## config.mk

```make
export PLATFORM = sky130hd
export DESIGN_NAME = mc_main_control
export DESIGN_NICKNAME = d
export VERILOG_FILES = /design/src/rtl/mc_control_pkg.sv /design/src/rtl/mc_main_control.sv
export SDC_FILE = /design/constraint.sdc
export NUM_CORES = 1
export LEC_CHECK = 0
export BUFFER_PORTS_ARGS = -buffer_cell sky130_fd_sc_hd__buf_4
export CAP_MARGIN = 20
export CORE_MARGIN = 2
export CORE_UTILIZATION = 55
export DETAILED_ROUTE_END_ITERATION = 8
export PLACE_DENSITY = 0.85
export SETUP_SLACK_MARGIN = 0.3
export SYNTH_ARGS = -nofsm -noshare
export SYNTH_HDL_FRONTEND = slang
export SYNTH_SLANG_ARGS = --single-unit
```

## constraint.sdc

```tcl
create_clock -name clk -period 3.75 [get_ports clk]
set_clock_uncertainty 0.15 [all_clocks]
set_input_delay 0.75 -clock clk [delete_from_list [all_inputs] [get_ports clk]]
set_output_delay 0.75 -clock clk [all_outputs]
set_load 0.1 [all_outputs]
```

## src/rtl/mc_control_pkg.sv

```systemverilog
// Shared constants, state encoding and control-word layout for the
// multi-cycle MIPS main control FSM.
// Optional feature macro: MC_CONTROL_ADDI_EN (adds the addi execute/writeback states).
package mc_control_pkg;

  localparam int unsigned OPCODE_W = 6;
  localparam int unsigned STATE_W  = 4;

  // Instruction opcodes (instr[31:26])
  localparam logic [OPCODE_W-1:0] OP_RTYPE = 6'b000000;
  localparam logic [OPCODE_W-1:0] OP_LW    = 6'b100011;
  localparam logic [OPCODE_W-1:0] OP_SW    = 6'b101011;
  localparam logic [OPCODE_W-1:0] OP_BEQ   = 6'b000100;
  localparam logic [OPCODE_W-1:0] OP_J     = 6'b000010;
  localparam logic [OPCODE_W-1:0] OP_ADDI  = 6'b001000;

  // ALU operation requested from the ALU control decoder
  localparam logic [1:0] ALU_ADD   = 2'b00;
  localparam logic [1:0] ALU_SUB   = 2'b01;
  localparam logic [1:0] ALU_FUNCT = 2'b10;

  // ALU B-operand select
  localparam logic [1:0] ASB_REG_B    = 2'b00;
  localparam logic [1:0] ASB_FOUR     = 2'b01;
  localparam logic [1:0] ASB_IMM      = 2'b10;
  localparam logic [1:0] ASB_IMM_SHL2 = 2'b11;

  // Next-PC source select
  localparam logic [1:0] PCS_ALU    = 2'b00;
  localparam logic [1:0] PCS_ALUOUT = 2'b01;
  localparam logic [1:0] PCS_JUMP   = 2'b10;

  typedef enum logic [STATE_W-1:0] {
    ST_FETCH     = 4'd0,
    ST_DECODE    = 4'd1,
    ST_MEM_ADDR  = 4'd2,
    ST_MEM_READ  = 4'd3,
    ST_MEM_WB    = 4'd4,
    ST_MEM_WRITE = 4'd5,
    ST_R_EXEC    = 4'd6,
    ST_R_WB      = 4'd7,
    ST_BRANCH    = 4'd8,
    ST_JUMP      = 4'd9
`ifdef MC_CONTROL_ADDI_EN
    ,
    ST_ADDI_EXEC = 4'd10,
    ST_ADDI_WB   = 4'd11
`endif
  } state_e;

  // Datapath control word driven every cycle
  typedef struct packed {
    logic       pc_write;
    logic       pc_write_cond;
    logic       i_or_d;
    logic       mem_read;
    logic       mem_write;
    logic       ir_write;
    logic       mem_to_reg;
    logic       reg_dst;
    logic       reg_write;
    logic       alu_src_a;
    logic [1:0] alu_src_b;
    logic [1:0] alu_op;
    logic [1:0] pc_source;
    logic       illegal_op;
  } ctrl_t;

  // Control word presented while reset is asserted: FETCH selects, no strobes
  function automatic ctrl_t reset_ctrl();
    ctrl_t c;
    c           = '0;
    c.alu_src_b = ASB_FOUR;
    return c;
  endfunction

endpackage

```

## src/rtl/mc_main_control.sv

```systemverilog
// Multi-cycle MIPS main control FSM: decodes the opcode over several cycles,
// drives datapath selects/strobes, stalls on mem_ready and counts retired
// instructions.
// Optional feature macro: MC_CONTROL_ADDI_EN (addi support via ADDI_EXEC/ADDI_WB).
module mc_main_control
  import mc_control_pkg::*;
#(
  parameter int unsigned RETIRE_CNT_W = 32
) (
  input  logic                    clk,
  input  logic                    reset,
  input  logic [5:0]              opcode,
  input  logic                    mem_ready,
  output logic                    pc_write,
  output logic                    pc_write_cond,
  output logic                    i_or_d,
  output logic                    mem_read,
  output logic                    mem_write,
  output logic                    ir_write,
  output logic                    mem_to_reg,
  output logic                    reg_dst,
  output logic                    reg_write,
  output logic                    alu_src_a,
  output logic [1:0]              alu_src_b,
  output logic [1:0]              alu_op,
  output logic [1:0]              pc_source,
  output logic                    illegal_op,
  output logic [3:0]              state_dbg,
  output logic [RETIRE_CNT_W-1:0] instr_retired
);

  state_e                  state;
  state_e                  next_state;
  ctrl_t                   ctrl_c;
  logic                    retire_c;
  logic [RETIRE_CNT_W-1:0] retire_cnt;

  // State register; reset wins over any access in flight
  always_ff @(posedge clk) begin
    if (reset) begin
      state <= ST_FETCH;
    end else begin
      state <= next_state;
    end
  end

  // Retired-instruction counter, wraps naturally at 2^RETIRE_CNT_W
  always_ff @(posedge clk) begin
    if (reset) begin
      retire_cnt <= '0;
    end else if (retire_c) begin
      retire_cnt <= retire_cnt + RETIRE_CNT_W'(1);
    end
  end

  // Next-state and Moore control decode (FETCH strobes gated by mem_ready)
  always_comb begin
    next_state = state;
    retire_c   = 1'b0;
    ctrl_c     = '0;

    case (state)
      ST_FETCH: begin
        ctrl_c.mem_read  = 1'b1;
        ctrl_c.alu_src_b = ASB_FOUR;
        ctrl_c.alu_op    = ALU_ADD;
        ctrl_c.pc_source = PCS_ALU;
        if (mem_ready) begin
          ctrl_c.ir_write = 1'b1;
          ctrl_c.pc_write = 1'b1;
          next_state      = ST_DECODE;
        end
      end

      ST_DECODE: begin
        ctrl_c.alu_src_b = ASB_IMM_SHL2;
        ctrl_c.alu_op    = ALU_ADD;
        case (opcode)
          OP_LW, OP_SW: next_state = ST_MEM_ADDR;
          OP_RTYPE:     next_state = ST_R_EXEC;
          OP_BEQ:       next_state = ST_BRANCH;
          OP_J:         next_state = ST_JUMP;
`ifdef MC_CONTROL_ADDI_EN
          OP_ADDI:      next_state = ST_ADDI_EXEC;
`endif
          default: begin
            ctrl_c.illegal_op = 1'b1;
            next_state        = ST_FETCH;
          end
        endcase
      end

      ST_MEM_ADDR: begin
        ctrl_c.alu_src_a = 1'b1;
        ctrl_c.alu_src_b = ASB_IMM;
        ctrl_c.alu_op    = ALU_ADD;
        // Opcode is still held in IR, so the load/store split happens here
        next_state = (opcode == OP_SW) ? ST_MEM_WRITE : ST_MEM_READ;
      end

      ST_MEM_READ: begin
        ctrl_c.mem_read = 1'b1;
        ctrl_c.i_or_d   = 1'b1;
        if (mem_ready) begin
          next_state = ST_MEM_WB;
        end
      end

      ST_MEM_WB: begin
        ctrl_c.reg_write  = 1'b1;
        ctrl_c.mem_to_reg = 1'b1;
        next_state        = ST_FETCH;
        retire_c          = 1'b1;
      end

      ST_MEM_WRITE: begin
        ctrl_c.mem_write = 1'b1;
        ctrl_c.i_or_d    = 1'b1;
        if (mem_ready) begin
          next_state = ST_FETCH;
          retire_c   = 1'b1;
        end
      end

      ST_R_EXEC: begin
        ctrl_c.alu_src_a = 1'b1;
        ctrl_c.alu_src_b = ASB_REG_B;
        ctrl_c.alu_op    = ALU_FUNCT;
        next_state       = ST_R_WB;
      end

      ST_R_WB: begin
        ctrl_c.reg_write = 1'b1;
        ctrl_c.reg_dst   = 1'b1;
        next_state       = ST_FETCH;
        retire_c         = 1'b1;
      end

      ST_BRANCH: begin
        ctrl_c.alu_src_a     = 1'b1;
        ctrl_c.alu_src_b     = ASB_REG_B;
        ctrl_c.alu_op        = ALU_SUB;
        ctrl_c.pc_write_cond = 1'b1;
        ctrl_c.pc_source     = PCS_ALUOUT;
        next_state           = ST_FETCH;
        retire_c             = 1'b1;
      end

      ST_JUMP: begin
        ctrl_c.pc_write  = 1'b1;
        ctrl_c.pc_source = PCS_JUMP;
        next_state       = ST_FETCH;
        retire_c         = 1'b1;
      end

`ifdef MC_CONTROL_ADDI_EN
      ST_ADDI_EXEC: begin
        ctrl_c.alu_src_a = 1'b1;
        ctrl_c.alu_src_b = ASB_IMM;
        ctrl_c.alu_op    = ALU_ADD;
        next_state       = ST_ADDI_WB;
      end

      ST_ADDI_WB: begin
        ctrl_c.reg_write = 1'b1;
        next_state       = ST_FETCH;
        retire_c         = 1'b1;
      end
`endif

      // Unreachable encodings recover to FETCH with everything deasserted
      default: begin
        next_state = ST_FETCH;
      end
    endcase

    if (reset) begin
      ctrl_c   = reset_ctrl();
      retire_c = 1'b0;
    end
  end

  assign pc_write      = ctrl_c.pc_write;
  assign pc_write_cond = ctrl_c.pc_write_cond;
  assign i_or_d        = ctrl_c.i_or_d;
  assign mem_read      = ctrl_c.mem_read;
  assign mem_write     = ctrl_c.mem_write;
  assign ir_write      = ctrl_c.ir_write;
  assign mem_to_reg    = ctrl_c.mem_to_reg;
  assign reg_dst       = ctrl_c.reg_dst;
  assign reg_write     = ctrl_c.reg_write;
  assign alu_src_a     = ctrl_c.alu_src_a;
  assign alu_src_b     = ctrl_c.alu_src_b;
  assign alu_op        = ctrl_c.alu_op;
  assign pc_source     = ctrl_c.pc_source;
  assign illegal_op    = ctrl_c.illegal_op;
  assign state_dbg     = state;
  assign instr_retired = retire_cnt;

endmodule

```

==> key figures <==
Clocking
  – H-Tree Depth: 2
  – CTS Root Cell: clkbuf_4
  – CTS sink count: 36
  – CTS tree: built
  – Clk Latency, worst-skew pair: 0.34 ns
  – # Post-CTS Setup Buffers: 0
  – Total CTS buffers: 5
  – Hold buffers post-CTS: 0
  – CTS clk-pin slew, worst paths: 0.11 ns
  – Resized cells post-CTS: 0
  – Max Root-Sink Buffers: 2

Timing
  – Hold Violations, Final: 0
  – Fin crit share: 0.8114
  – Final Max Tran Viols: 0
  – Min cycle time layout: 3.043 ns
  – Highest Clock Rate: 328.7 MHz
  – Slew margin rel.: 0.6306
  – Setup TNS: 0 ns
  – Worst-Margin Slew: 0.5535 ns
  – Setup Viol. Count Final: 0
  – Fin Hold WS: 0.3522 ns
  – RSZ-0062 raised after global routing: no

Placement
  – Post-DP HPWL: 3404 um
  – GP Congestion: 0.8510
  – Placed Cells: 344
  – Port Buffers: 61

Floorplanning
  – Std-Cell Rows: 21
  – Die height: 64.31 um
  – Starting Density: 0.5857
  – Die Wd: 64.31 um
  – Die area: 0.004136 mm2
  – IO Pins: 62
  – Core footprint: 0.003416 mm2

Layout
  – # fillers: 274
  – Finished Layout Cells: 351
  – Ant. Diodes: 0
  – Layout area overhead: 28.77%
  – Layout Nets: 315
  – Layout cell share with drive strength beyond 1: 0.3016

Global route
  – Total Routing Usage GR: 0.2355
  – Congestion Overflow GR: 0
  – Pin count of the biggest net entering global routing: 42
  – First-pass GRT wire length: 7776 um
  – Initial antenna violation count: 0
  – Vias in the first global route: 1757

Drt
  – Antenna-violating nets left: 0
  – Vias per inst: 5.798
  – Total wire length: 4826 um
  – Initial drt markers: 125
  – WL per Instance: 13.75 um
  – First-pass DRT Iterations: 4
  – Vias: 2035
  – Drt drc: 0

Worst setup path
  – Arrival time worst endpoint: 2.14 ns
  – Slowest-stage cell, CP: nor2_1
  – Setup CP Type: in2out
  – Crit. End Element: output pin
  – Required @ worst endpoint: 2.85 ns
  – Slowest cell delay on critical path: 0.43 ns
  – CP max FO: 41
  – Flop2flop setup slack: 1.28 ns
  – Worst path cell trace: buf_4 > nor2_1 > nand2_1 > nor3_2 > buf_4
  – Cell with the most instances on the worst path: buf_4
  – Startpoint types: input port

Yosys
  – Cells after Synth: 250
  – Synth warn: 0
  – FFs w/ async S/R, synth: 0
  – Net Count, Synth: 260
  – Register area share after synthesis: 0.3602
  – Syn Area/Cell: 8.003 um2
  – Mapped Area: 0.002001 mm2
  – Post-synth EDFFs: 0
  – Count of cell types in the netlist: 44
  – Yosys reg bits: 36
  – Post-synth top flop: dfxtp_1

Run
  – Max-cap violations: 0

Power
  – Static leakage: 1.006 nW
  – Pwr per Cell Area: 253.1 mW/mm2
  – Peak supply drop: 0.0001830 V

Worst hold path
  – HP Class: reg2reg

Status
  – Status: finished, final reports clean
==> power breakdown <==
group	total (W)	leakage (nW)	internal, W	switching, W
Sequential	0.000387	0.292	0.000383	0.00000421
Clock	0.000191	0.0281	0.0000690	0.000122
Combinational	0.0000740	0.686	0.0000191	0.0000549
Total	0.000652	1.01	0.000471	0.000181
==> final cells by class <==
class | instances | area (um2) | share of cell area
flip-flops and latches | 36 | 725.7 | 0.2817
clock buffers | 6 | 41.29 | 0.01603
multi-input cells | 195 | 1262 | 0.4900
repair buffers | 62 | 465.4 | 0.1807
well taps | 46 | 57.56 | 0.02234
clock inverters | 1 | 5.005 | 0.001943
inverters | 5 | 18.77 | 0.007285
==> critical path, delay by kind of cell <==
| family | cells | cell delay, ns |
|---|---|---|
| buffers and inverters | 2 | 0.57 |
| AND/OR/NAND/NOR | 3 | 0.82 |
==> per-stage QoR <==
stage               cell area (um2)  total power [W]  utilization  setup WS, ns
CTS                            2576        0.0006519       0.7542        0.7215
detailed placement             2530        0.0004698       0.7407        0.7251
finish                         2576        0.0006520       0.7542        0.7073
global placement               2530        0.0004695       0.7407        0.7375
global route                   2576        0.0006750       0.7542        0.5448
floorplan                      2079        0.0004500            -        0.3093
==> cell usage in the layout (no fill, tap or decap), types with 2 or more instances in the layout <==
cell type   n
nand2_1    20
or4_1       6
inv_1       5
a21oi_1    23
o211ai_1    4
nor2b_1     2
nand2b_1    3
nor3_4      4
dfxtp_2     4
o31ai_1     6
nor2_2      5
dfxtp_1    32
o21ai_0    13
and4_1      2
and3_1      6
nor3_2      3
nor2_1     27
clkbuf_4    5
o2111ai_1   7
nor4_1      3
nand4_1     5
xor2_1     16
buf_4      62
or3_1      11
nand3_1     7
nor3_1      2
==> cell usage after synthesis, types with 2 or more instances <==
cell | instances | area [um2]
a21oi_1 | 23 | 115.1
o21ai_0 | 13 | 65.06
and4_1 | 2 | 17.52
nor3_1 | 7 | 35.03
nor4_1 | 4 | 25.02
nor2b_1 | 2 | 12.51
and3_1 | 6 | 37.54
inv_1 | 5 | 18.77
xor2_1 | 16 | 140.1
nor2_1 | 32 | 120.1
or2_2 | 2 | 12.51
o211ai_1 | 4 | 30.03
nand3_1 | 7 | 35.03
nand2b_1 | 3 | 18.77
o31ai_1 | 6 | 45.04
clkbuf_1 | 10 | 37.54
nand2_1 | 20 | 75.07
nand4_1 | 5 | 31.28
or3_1 | 11 | 68.82
o2111ai_1 | 7 | 61.31
buf_6 | 2 | 22.52
or4_1 | 6 | 45.04
dfxtp_1 | 36 | 720.7
==> final timing paths <==
check                                   end                      startpoint  cells past startpoint
max                               mem_write                           reset                      5
min          instr_retired[28]$_SDFFE_PP0P_  instr_retired[28]$_SDFFE_PP0P_                      2
max reg2reg  instr_retired[18]$_SDFFE_PP0P_       state_dbg[0]$_SDFFE_PP0P_                      5
min reg2reg  instr_retired[28]$_SDFFE_PP0P_  instr_retired[28]$_SDFFE_PP0P_                      2
==> metal layers <==
layer  GRT usage  routed length [um]
met2      0.4167                2379
met3     0.04577                 237
met1      0.2873                2157
met4     0.07181                  51
met5           0                   0
==> registers in the layout, summed over array words and instances (netlist names) <==
| name | flops |
|---|---|
| instr_retired | 32 |
| state_dbg | 4 |
==> logic make-up after synthesis <==
| group | synth area share |
|---|---|
| compound gates | 0.2064 |
| xor+xnor | 0.07442 |
| fa+ha+maj | 0.006253 |
| buf+inv | 0.04565 |
| flops | 0.3602 |
| mux | 0.005628 |
| simple gates | 0.3014 |
Power figures use the tool's default switching activity.
